`src/rtl/ram_port_dma_if.sv`:
```
// ram_port_dma_if: command, write-stream, read-stream and RAM-port bundle for ram_port_dma.
// master = the DMA engine side, slave = the environment (command source, streams, RAM).
interface ram_port_dma_if #(
    parameter int AWIDTH = 12,
    parameter int DWIDTH = 64,
    parameter int LWIDTH = 12
);
    logic              cmd_valid;
    logic              cmd_ready;
    logic              cmd_write;
    logic [AWIDTH-1:0] cmd_addr;
    logic [LWIDTH-1:0] cmd_len;
    logic              wdata_valid;
    logic              wdata_ready;
    logic [DWIDTH-1:0] wdata;
    logic              rdata_valid;
    logic              rdata_ready;
    logic [DWIDTH-1:0] rdata;
    logic              done;
    logic [AWIDTH-1:0] ram_addr;
    logic [DWIDTH-1:0] ram_d;
    logic              ram_ce;
    logic              ram_we;
    logic [DWIDTH-1:0] ram_q;

    modport master (
        input  cmd_valid, cmd_write, cmd_addr, cmd_len, wdata_valid, wdata, rdata_ready, ram_q,
        output cmd_ready, wdata_ready, rdata_valid, rdata, done, ram_addr, ram_d, ram_ce, ram_we
    );

    modport slave (
        output cmd_valid, cmd_write, cmd_addr, cmd_len, wdata_valid, wdata, rdata_ready, ram_q,
        input  cmd_ready, wdata_ready, rdata_valid, rdata, done, ram_addr, ram_d, ram_ce, ram_we
    );
endinterface

```
`src/rtl/ram_port_dma.sv`:
```
// ram_port_dma: burst engine for one RAM bank port. Write bursts take a valid/ready stream,
// read bursts return through a small FIFO; reads are only issued when FIFO space is guaranteed
// for every word already in flight through the fixed-latency RAM pipe.
// Optional macro RAM_DMA_STATS_EN adds saturating access/stall counters (stat_beats_o, stat_stalls_o).
module ram_port_dma #(
    parameter int AWIDTH       = 12,
    parameter int DWIDTH       = 64,
    parameter int LWIDTH       = 12,
    parameter int READ_LATENCY = 2,
    parameter int FIFO_DEPTH   = 4
) (
    input  logic           clk_i,
    input  logic           rst_i,
    ram_port_dma_if.master bus
`ifdef RAM_DMA_STATS_EN
    ,
    output logic [31:0]    stat_beats_o,
    output logic [31:0]    stat_stalls_o
`endif
);
    localparam int PTRW = $clog2(FIFO_DEPTH);
    localparam int CNTW = PTRW + 1;
    localparam int INFW = $clog2(READ_LATENCY + 2);
    localparam int OCCW = CNTW + 1;
    localparam logic [LWIDTH:0]   BEAT_ONE = 1;
    localparam logic [AWIDTH-1:0] ADDR_ONE = 1;
    localparam logic [PTRW-1:0]   PTR_ONE  = 1;
    localparam logic [CNTW-1:0]   CNT_ONE  = 1;

    typedef enum logic [1:0] {IDLE, WRITE, READ, DRAIN} state_e;

    state_e              state_q;
    logic [AWIDTH-1:0]   addr_q;
    logic [LWIDTH:0]     beats_q;      // one bit wider so cmd_len all-ones means 2^LWIDTH beats
    logic                done_q;
    logic                ram_ce_q;
    logic                ram_we_q;
    logic [AWIDTH-1:0]   ram_addr_q;
    logic [DWIDTH-1:0]   ram_d_q;
    logic [READ_LATENCY:0] rd_pipe_q;  // bit k set: a read was on the RAM port k cycles ago

    logic [DWIDTH-1:0]   fifo_mem [FIFO_DEPTH];
    logic [PTRW-1:0]     wr_ptr_q;
    logic [PTRW-1:0]     rd_ptr_q;
    logic [CNTW-1:0]     fifo_cnt_q;

    logic [INFW-1:0]     infl_cnt;
    logic [OCCW-1:0]     occ;
    logic                credit_ok;
    logic                rd_issue;
    logic                wr_hs;
    logic                push;
    logic                pop;
    logic                drain_done;

    // Count reads still travelling through the RAM pipe (including the one landing this cycle).
    always_comb begin
        infl_cnt = '0;
        for (int i = 0; i <= READ_LATENCY; i++) begin
            infl_cnt = infl_cnt + INFW'(rd_pipe_q[i]);
        end
    end

    assign occ        = OCCW'(fifo_cnt_q) + OCCW'(infl_cnt);
    assign credit_ok  = occ < OCCW'(FIFO_DEPTH);
    assign rd_issue   = (state_q == READ) && (beats_q != '0) && credit_ok;
    assign wr_hs      = (state_q == WRITE) && bus.wdata_valid;
    assign push       = rd_pipe_q[READ_LATENCY];
    assign pop        = (fifo_cnt_q != '0) && bus.rdata_ready;
    assign drain_done = (state_q == DRAIN) && (infl_cnt == '0) &&
                        ((fifo_cnt_q == '0) || ((fifo_cnt_q == CNT_ONE) && pop));

    assign bus.cmd_ready   = (state_q == IDLE);
    assign bus.wdata_ready = (state_q == WRITE);
    assign bus.rdata_valid = (fifo_cnt_q != '0);
    assign bus.rdata       = fifo_mem[rd_ptr_q];
    assign bus.done        = done_q;
    assign bus.ram_addr    = ram_addr_q;
    assign bus.ram_d       = ram_d_q;
    assign bus.ram_ce      = ram_ce_q;
    assign bus.ram_we      = ram_we_q;

    // Burst FSM with registered RAM port, done pulse and read-tracking pipe.
    always_ff @(posedge clk_i) begin
        if (rst_i) begin
            state_q    <= IDLE;
            addr_q     <= '0;
            beats_q    <= '0;
            done_q     <= 1'b0;
            ram_ce_q   <= 1'b0;
            ram_we_q   <= 1'b0;
            ram_addr_q <= '0;
            ram_d_q    <= '0;
            rd_pipe_q  <= '0;
        end else begin
            done_q    <= 1'b0;
            ram_ce_q  <= 1'b0;
            ram_we_q  <= 1'b0;
            rd_pipe_q <= {rd_pipe_q[READ_LATENCY-1:0], rd_issue};
            case (state_q)
                IDLE: begin
                    if (bus.cmd_valid) begin
                        addr_q  <= bus.cmd_addr;
                        beats_q <= {1'b0, bus.cmd_len} + BEAT_ONE;
                        state_q <= bus.cmd_write ? WRITE : READ;
                    end
                end
                WRITE: begin
                    if (wr_hs) begin
                        ram_ce_q   <= 1'b1;
                        ram_we_q   <= 1'b1;
                        ram_addr_q <= addr_q;
                        ram_d_q    <= bus.wdata;
                        addr_q     <= addr_q + ADDR_ONE;
                        beats_q    <= beats_q - BEAT_ONE;
                        if (beats_q == BEAT_ONE) begin
                            state_q <= IDLE;
                            done_q  <= 1'b1;
                        end
                    end
                end
                READ: begin
                    if (rd_issue) begin
                        ram_ce_q   <= 1'b1;
                        ram_addr_q <= addr_q;
                        addr_q     <= addr_q + ADDR_ONE;
                        beats_q    <= beats_q - BEAT_ONE;
                        if (beats_q == BEAT_ONE) state_q <= DRAIN;
                    end
                end
                DRAIN: begin
                    if (drain_done) begin
                        done_q  <= 1'b1;
                        state_q <= IDLE;
                    end
                end
                default: state_q <= IDLE;
            endcase
        end
    end

    // Read-return FIFO pointers and occupancy; simultaneous push and pop keep the count.
    always_ff @(posedge clk_i) begin
        if (rst_i) begin
            wr_ptr_q   <= '0;
            rd_ptr_q   <= '0;
            fifo_cnt_q <= '0;
        end else begin
            if (push) wr_ptr_q <= wr_ptr_q + PTR_ONE;
            if (pop)  rd_ptr_q <= rd_ptr_q + PTR_ONE;
            case ({push, pop})
                2'b10:   fifo_cnt_q <= fifo_cnt_q + CNT_ONE;
                2'b01:   fifo_cnt_q <= fifo_cnt_q - CNT_ONE;
                default: fifo_cnt_q <= fifo_cnt_q;
            endcase
        end
    end

    // FIFO storage captures RAM data as each read leaves the latency pipe.
    always_ff @(posedge clk_i) begin
        if (push) fifo_mem[wr_ptr_q] <= bus.ram_q;
    end

`ifdef RAM_DMA_STATS_EN
    logic [31:0] stat_beats_q;
    logic [31:0] stat_stalls_q;
    logic        stall;

    assign stall = ((state_q == READ) && (beats_q != '0) && !credit_ok) ||
                   ((state_q == WRITE) && !bus.wdata_valid);
    assign stat_beats_o  = stat_beats_q;
    assign stat_stalls_o = stat_stalls_q;

    // Saturating counters of RAM accesses issued and cycles lost to credit or missing data.
    always_ff @(posedge clk_i) begin
        if (rst_i) begin
            stat_beats_q  <= '0;
            stat_stalls_q <= '0;
        end else begin
            if ((rd_issue || wr_hs) && (stat_beats_q != '1)) stat_beats_q <= stat_beats_q + 32'd1;
            if (stall && (stat_stalls_q != '1)) stat_stalls_q <= stat_stalls_q + 32'd1;
        end
    end
`else
    // Statistics counters are not built.
`endif
endmodule

```
`src/flat_wrapper.sv`:
```
// flat-port wrapper written by rule: the top's interface ports become plain ports
module ram_port_dma_flat 
#(
    parameter int AWIDTH       = 12,
    parameter int DWIDTH       = 64,
    parameter int LWIDTH       = 12,
    parameter int READ_LATENCY = 2,
    parameter int FIFO_DEPTH   = 4
)
  (clk_i, rst_i, bus_cmd_valid, bus_cmd_write, bus_cmd_addr, bus_cmd_len, bus_wdata_valid, bus_wdata, bus_rdata_ready, bus_ram_q, bus_cmd_ready, bus_wdata_ready, bus_rdata_valid, bus_rdata, bus_done, bus_ram_addr, bus_ram_d, bus_ram_ce, bus_ram_we);
  ram_port_dma_if #(.AWIDTH(AWIDTH), .DWIDTH(DWIDTH), .LWIDTH(LWIDTH)) bus_i ();
  input  logic clk_i;
  input  logic rst_i;
  input wire logic [$bits(bus_i.cmd_valid)-1:0] bus_cmd_valid;
  input wire logic [$bits(bus_i.cmd_write)-1:0] bus_cmd_write;
  input wire logic [$bits(bus_i.cmd_addr)-1:0] bus_cmd_addr;
  input wire logic [$bits(bus_i.cmd_len)-1:0] bus_cmd_len;
  input wire logic [$bits(bus_i.wdata_valid)-1:0] bus_wdata_valid;
  input wire logic [$bits(bus_i.wdata)-1:0] bus_wdata;
  input wire logic [$bits(bus_i.rdata_ready)-1:0] bus_rdata_ready;
  input wire logic [$bits(bus_i.ram_q)-1:0] bus_ram_q;
  output wire logic [$bits(bus_i.cmd_ready)-1:0] bus_cmd_ready;
  output wire logic [$bits(bus_i.wdata_ready)-1:0] bus_wdata_ready;
  output wire logic [$bits(bus_i.rdata_valid)-1:0] bus_rdata_valid;
  output wire logic [$bits(bus_i.rdata)-1:0] bus_rdata;
  output wire logic [$bits(bus_i.done)-1:0] bus_done;
  output wire logic [$bits(bus_i.ram_addr)-1:0] bus_ram_addr;
  output wire logic [$bits(bus_i.ram_d)-1:0] bus_ram_d;
  output wire logic [$bits(bus_i.ram_ce)-1:0] bus_ram_ce;
  output wire logic [$bits(bus_i.ram_we)-1:0] bus_ram_we;
  assign bus_i.cmd_valid = bus_cmd_valid;
  assign bus_i.cmd_write = bus_cmd_write;
  assign bus_i.cmd_addr = bus_cmd_addr;
  assign bus_i.cmd_len = bus_cmd_len;
  assign bus_i.wdata_valid = bus_wdata_valid;
  assign bus_i.wdata = bus_wdata;
  assign bus_i.rdata_ready = bus_rdata_ready;
  assign bus_i.ram_q = bus_ram_q;
  assign bus_cmd_ready = bus_i.cmd_ready;
  assign bus_wdata_ready = bus_i.wdata_ready;
  assign bus_rdata_valid = bus_i.rdata_valid;
  assign bus_rdata = bus_i.rdata;
  assign bus_done = bus_i.done;
  assign bus_ram_addr = bus_i.ram_addr;
  assign bus_ram_d = bus_i.ram_d;
  assign bus_ram_ce = bus_i.ram_ce;
  assign bus_ram_we = bus_i.ram_we;
  ram_port_dma #(.AWIDTH(AWIDTH), .DWIDTH(DWIDTH), .LWIDTH(LWIDTH), .READ_LATENCY(READ_LATENCY), .FIFO_DEPTH(FIFO_DEPTH)) u_core (.clk_i(clk_i), .rst_i(rst_i), .bus(bus_i));
endmodule
```
`config.mk`:
```
export PLATFORM = sky130hd
export DESIGN_NAME = ram_port_dma_flat
export DESIGN_NICKNAME = d
export VERILOG_FILES = /design/src/rtl/ram_port_dma_if.sv /design/src/rtl/ram_port_dma.sv /design/src/flat_wrapper.sv
export SDC_FILE = /design/constraint.sdc
export NUM_CORES = 1
export LEC_CHECK = 0
export CAP_MARGIN = 25
export CORE_UTILIZATION = 42
export CTS_CLUSTER_DIAMETER = 100
export DETAILED_ROUTE_END_ITERATION = 7
export PLACE_DENSITY = 0.7
export REMOVE_ABC_BUFFERS = 1
export SLEW_MARGIN = 20
export SYNTH_ARGS = -nofsm -noshare
export SYNTH_HDL_FRONTEND = slang
export SYNTH_SLANG_ARGS = --single-unit
export TNS_END_PERCENT = 1
```
`constraint.sdc`:
```
create_clock -name clk_i -period 3.9 [get_ports clk_i]
set_clock_uncertainty 0.15 [all_clocks]
set_input_delay 1.17 -clock clk_i [delete_from_list [all_inputs] [get_ports clk_i]]
set_output_delay 1.17 -clock clk_i [all_outputs]
set_load 0.02 [all_outputs]
```
# ---- Word level (Yosys, flattened, before mapping)
# Memories as Yosys holds them, arrays and structs flattened. A register that Yosys moved wholly into a read port is not among the register bits.
# Cells that the tools add are included.
dict set report op_classes {
  add_sub_neg 10
  order_cmp 1
  eq_ne 13
  mux 31
  n_bitwise 1
  n_reduce_logical 21
}
# op count
set ops {}
lappend ops {{12-bit two-way mux} 5}
lappend ops {{13-bit two-way mux} 3}
lappend ops {{13-bit case mux with 3 select lines} 1}
lappend ops {{12-bit case mux with 3 select lines} 1}
lappend ops {{12-bit case mux with 2 select lines} 1}
lappend ops {{2-bit two-way mux} 9}
lappend ops {{12-bit by 1-bit adder with 13-bit output (second input constant)} 1}
lappend ops {{13-bit by 1-bit == test with 1-bit output (second input constant)} 1}
lappend ops {{13-bit nonzero test} 1}
lappend ops {{13-bit by 1-bit subtractor with 13-bit output (second input constant)} 1}
lappend ops {{12-bit by 1-bit adder with 12-bit output (second input constant)} 1}
lappend ops {{2-bit by 1-bit != test with 1-bit output (second input constant)} 4}
lappend ops {{2-bit case mux with 4 select lines} 1}
lappend ops {{1-bit logical AND} 7}
lappend ops {{1-bit two-way mux} 7}
lappend ops {{2-bit == test (second input constant)} 3}
lappend ops {{3-bit case mux with 2 select lines} 1}
lappend ops {{6-bit AND reduction} 1}
lappend ops {{3-bit nonzero test} 2}
lappend ops {{2-bit by 1-bit adder with 2-bit output (second input constant)} 2}
lappend ops {{3-bit by 2-bit adder with 4-bit output} 1}
lappend ops {{2-bit by 1-bit == test with 1-bit output (second input constant)} 2}
lappend ops {{2-bit zero test} 2}
lappend ops {{4-bit by 3-bit < comparator with 1-bit output (second input constant)} 1}
lappend ops {{15 further kinds} 18}
dict set report word_totals {
  regBits 116
  ramBits 256
  inputBits 158
  output_inout_bits 146
  wordCells 90
  memories 1
}
# memory depth word_bits rd rd_clocked_by_memory_dff wr line
set memory_table {}
lappend memory_table {u_core.fifo_mem 4 64 1 1 1 ram_port_dma.sv:42} ;# logic [DWIDTH-1:0] fifo_mem [FIFO_DEPTH];

# ---- Longest topological paths before layout
dict set report logic_depth {
  ltp_word 7
  depth_mapped 10
  depth_no_buf 9
}

# ---- Worst setup path before layout
# No wires, ideal clock.
dict set report synth_path {
  path_type {register to output}
  from {register (tool-made name)}
  to {output bus_rdata[10]}
  arrival_ps 1853
  setup_slack_ps 727
  stages_incl_launch_ff 4
  path_buffers 2
  cell_sequence {dfxtp_1 clkbuf_1 buf_1 mux4_2}
}
# element line
set synth_lines {}
lappend synth_lines {{to (decl)} flat_wrapper.sv:25} ;# output wire logic [$bits(bus_i.rdata)-1:0] bus_rdata;

==> flow_metrics.tcl <==
set metrics [dict create \
    final_cell_count_no_fill 1781 \
    grt_max_degree 67 \
    worst_ep_arrival_time_ns 2.41 \
    drtAntennaViolNets 0 \
    placed_cell_area_sq_mm 0.01800 \
    p_leak_uw 0.006301 \
    synth_most_common_cell "edfxtp_1" \
    io_buffers 303 \
    htreeDepth 2 \
    crit_type "register to output port" \
    synth.distinct_cells 51 \
    synth_flop_cell "edfxtp_1" \
    tightest_slew_ns 1.020 \
    first_global_vias 9669 \
    cts_resized 0 \
    cts_hold_buf 0 \
    worstSkewPairLatency_ns 0.53 \
    cp_slowest_cell "clkdlybuf4s50_1" \
    dp_cells 1705 \
    p_per_area_mw_per_mm2 608.7 \
    ctsLongestPathBuffers 3 \
    root_buffer "clkbuf_16" \
    crit_path_end_kind "output port" \
    start_util 0.4292 \
    finalCritPeriodShare 0.9560 \
    die_area_sq_mm 0.03518 \
    irDropWorstVdd_mv 0.3906 \
    cp_cell_sequence "buf_12 > mux4_2 > clkdlybuf4s50_1" \
    finalHoldViolations 0 \
    viasPerCell 5.219 \
    grt_pass1_wl_mm 52.08 \
    die_y_microns 187.6 \
    yosys.area.top_type "edfxtp_1" \
    ys_top_cells_by_count "256 x edfxtp_1, 158 x nand2_1, 118 x dfxtp_1, 98 x a21oi_1, 64 x mux4_2" \
    drv_cap 0 \
    min_path_type "register to register" \
    synth_top_area_frac 0.5315 \
    grt.total_usage 0.1874 \
    synthToLayoutAreaGrowth_pct 33.61 \
    synth_edf_count 256 \
    route.detailed.drc 0 \
    fin_crit_ns 3.728 \
    slew_viol_final 0 \
    first_iter_violations 514 \
    hold_ws_ns 0.3025 \
    clkTransAtPathRegs_ns 0.06 \
    cts_tree "built" \
    finalInstanceArea_sq_mm 0.01932 \
    synthArstFlopShare 0 \
    setup-violations-final 0 \
    cts_buffers 40 \
    outcome "complete, no violations" \
    dr.pass1.iters 5 \
    vias 9295 \
    cp_data_required_time_ns 2.58 \
    path_max_fanout 50 \
    wl_per_cell_microns 18.64 \
    fmax_ghz 0.2682 \
    ys_seq_area_frac 0.6948 \
    ys_warn_count 0 \
    syn_inst 992 \
    fillers 2655 \
    syn_area_sq_mm 0.01446 \
    avgSynthCellArea_sq_um 14.58 \
    overflow 0 \
    finalNetCount 1478 \
    core_region_area_sq_mm 0.03370 \
    rsz0062_at_grt "false" \
    tns_ns 0 \
    die_width_microns 187.6 \
    cts_setup_buffers 0 \
    cts_sinks 374 \
    ys_ff_latch 374 \
    cp-start-kind "register" \
    antenna_found_initial 1 \
    io_pins 304 \
    num_rows 67 \
    p_total_uw 11760 \
    relSlewSlack 0.3198 \
    drive_gt1_frac 0.1209 \
    gp_congestion 0.7953 \
    ys_top_cells_by_area "edfxtp_1 53%, dfxtp_1 16%, mux4_2 10%" \
    drt_wl_total_mm 33.20 \
    hpwl_mm 20.85 \
    critPathMaxStageDelay_ns 0.60 \
]
==> sequential cells by signal (all words and copies together), names as in the netlist, named ones only <==
register             flops
u_core.rd_ptr_q          2
u_core.fifo_cnt_q        3
u_core.wr_ptr_q          2
u_core.bus.ram_d        64
u_core.bus.ram_we        1
u_core.bus.done          1
u_core.state_q           2
u_core.fifo_mem        256
u_core.beats_q          13
u_core.bus.ram_addr     12
u_core.bus.ram_ce        1
u_core.addr_q           12
u_core.rd_pipe_q         3
==> cell usage in the layout (no fill, tap or decap), types with 5 or more instances in the layout <==
cell type / n
nor3_1: 13
and2_1: 5
nand4_1: 5
mux2i_1: 10
xnor2_1: 11
o21ai_0: 26
edfxtp_1: 256
a21oi_1: 98
clkdlybuf4s50_1: 302
buf_4: 19
nor4_1: 6
nand3_1: 15
xor2_1: 5
mux4_2: 64
o32ai_1: 7
dfxtp_1: 116
nand2_1: 157
clkinv_1: 7
ha_1: 18
a211oi_1: 5
clkbuf_1: 9
clkbuf_16: 40
o211ai_1: 8
inv_1: 17
nor2_1: 36
clkinv_2: 5
==> critical path, delay by kind of cell, from the launching register on <==
kind	cells	cell delay, ns
DFF	1	0.35
buffers and inverters	2	0.94
muxes	1	0.56
==> final cells by class <==
| class | instances | area [sq um] | area share |
|---|---|---|---|
| inverters | 17 | 63.81 | 0.003302 |
| diodes | 1 | 2.502 | 0.0001295 |
| well taps | 448 | 560.5 | 0.02901 |
| flip-flops and latches | 374 | 10060 | 0.5204 |
| multi-input cells | 543 | 4109 | 0.2126 |
| repair buffers | 325 | 3261 | 0.1687 |
| clock buffers | 51 | 1062 | 0.05497 |
| clock inverters | 22 | 209.0 | 0.01081 |
==> metrics by stage <==
step,setup WS (ns),util
2_1_floorplan,-0.8735,-
3_3_place_gp,0.5809,0.5340
3_5_place_dp,0.4922,0.5340
4_1_cts,0.1097,0.5717
5_1_grt,0.03592,0.5734
6_report,0.1718,0.5734
==> power by group <==
part	switching, uW	internal [uW]
Sequential	234	4510
Combinational	1830	1540
Clock	1510	2140
Total	3570	8190
==> cell families (layout without fill, tap and decap cells) <==
kind of cell             count (synthesis)  after routing  synth area share
adder cells (fa/ha/maj)                 19             19           0.01696
AND/OR/NAND/NOR                        268            268           0.08157
other                                    0              1                 0
multiplexers                            74             74            0.1066
flip-flops                             374            374            0.6948
AO/OA/AOI/OAI                          166            166           0.06834
buffers and inverters                   75            415           0.02206
XOR/XNOR                                16             16          0.009688
==> final timing paths <==
path,from,to,slack (ns),cells past startpoint
max,register,bus_rdata[19],0.17,3
min,u_core.bus.ram_d[11],u_core.bus.ram_d[11],0.30,2
max reg2reg,u_core.beats_q[0],u_core.beats_q[0],0.84,7
min reg2reg,u_core.bus.ram_d[11],u_core.bus.ram_d[11],0.30,2
==> metal layers <==
| metal | GRT usage | share of wire | vias up |
|---|---|---|---|
| li1 | - | - | 4344 |
| met2 | 0.3128 | 0.48 | 365 |
| met5 | 0 | 0.00030 | - |
| met3 | 0.05989 | 0.093 | 54 |
| met1 | 0.2366 | 0.41 | 4530 |
| met4 | 0.04597 | 0.021 | 2 |
(Power assumes the default switching activity.)
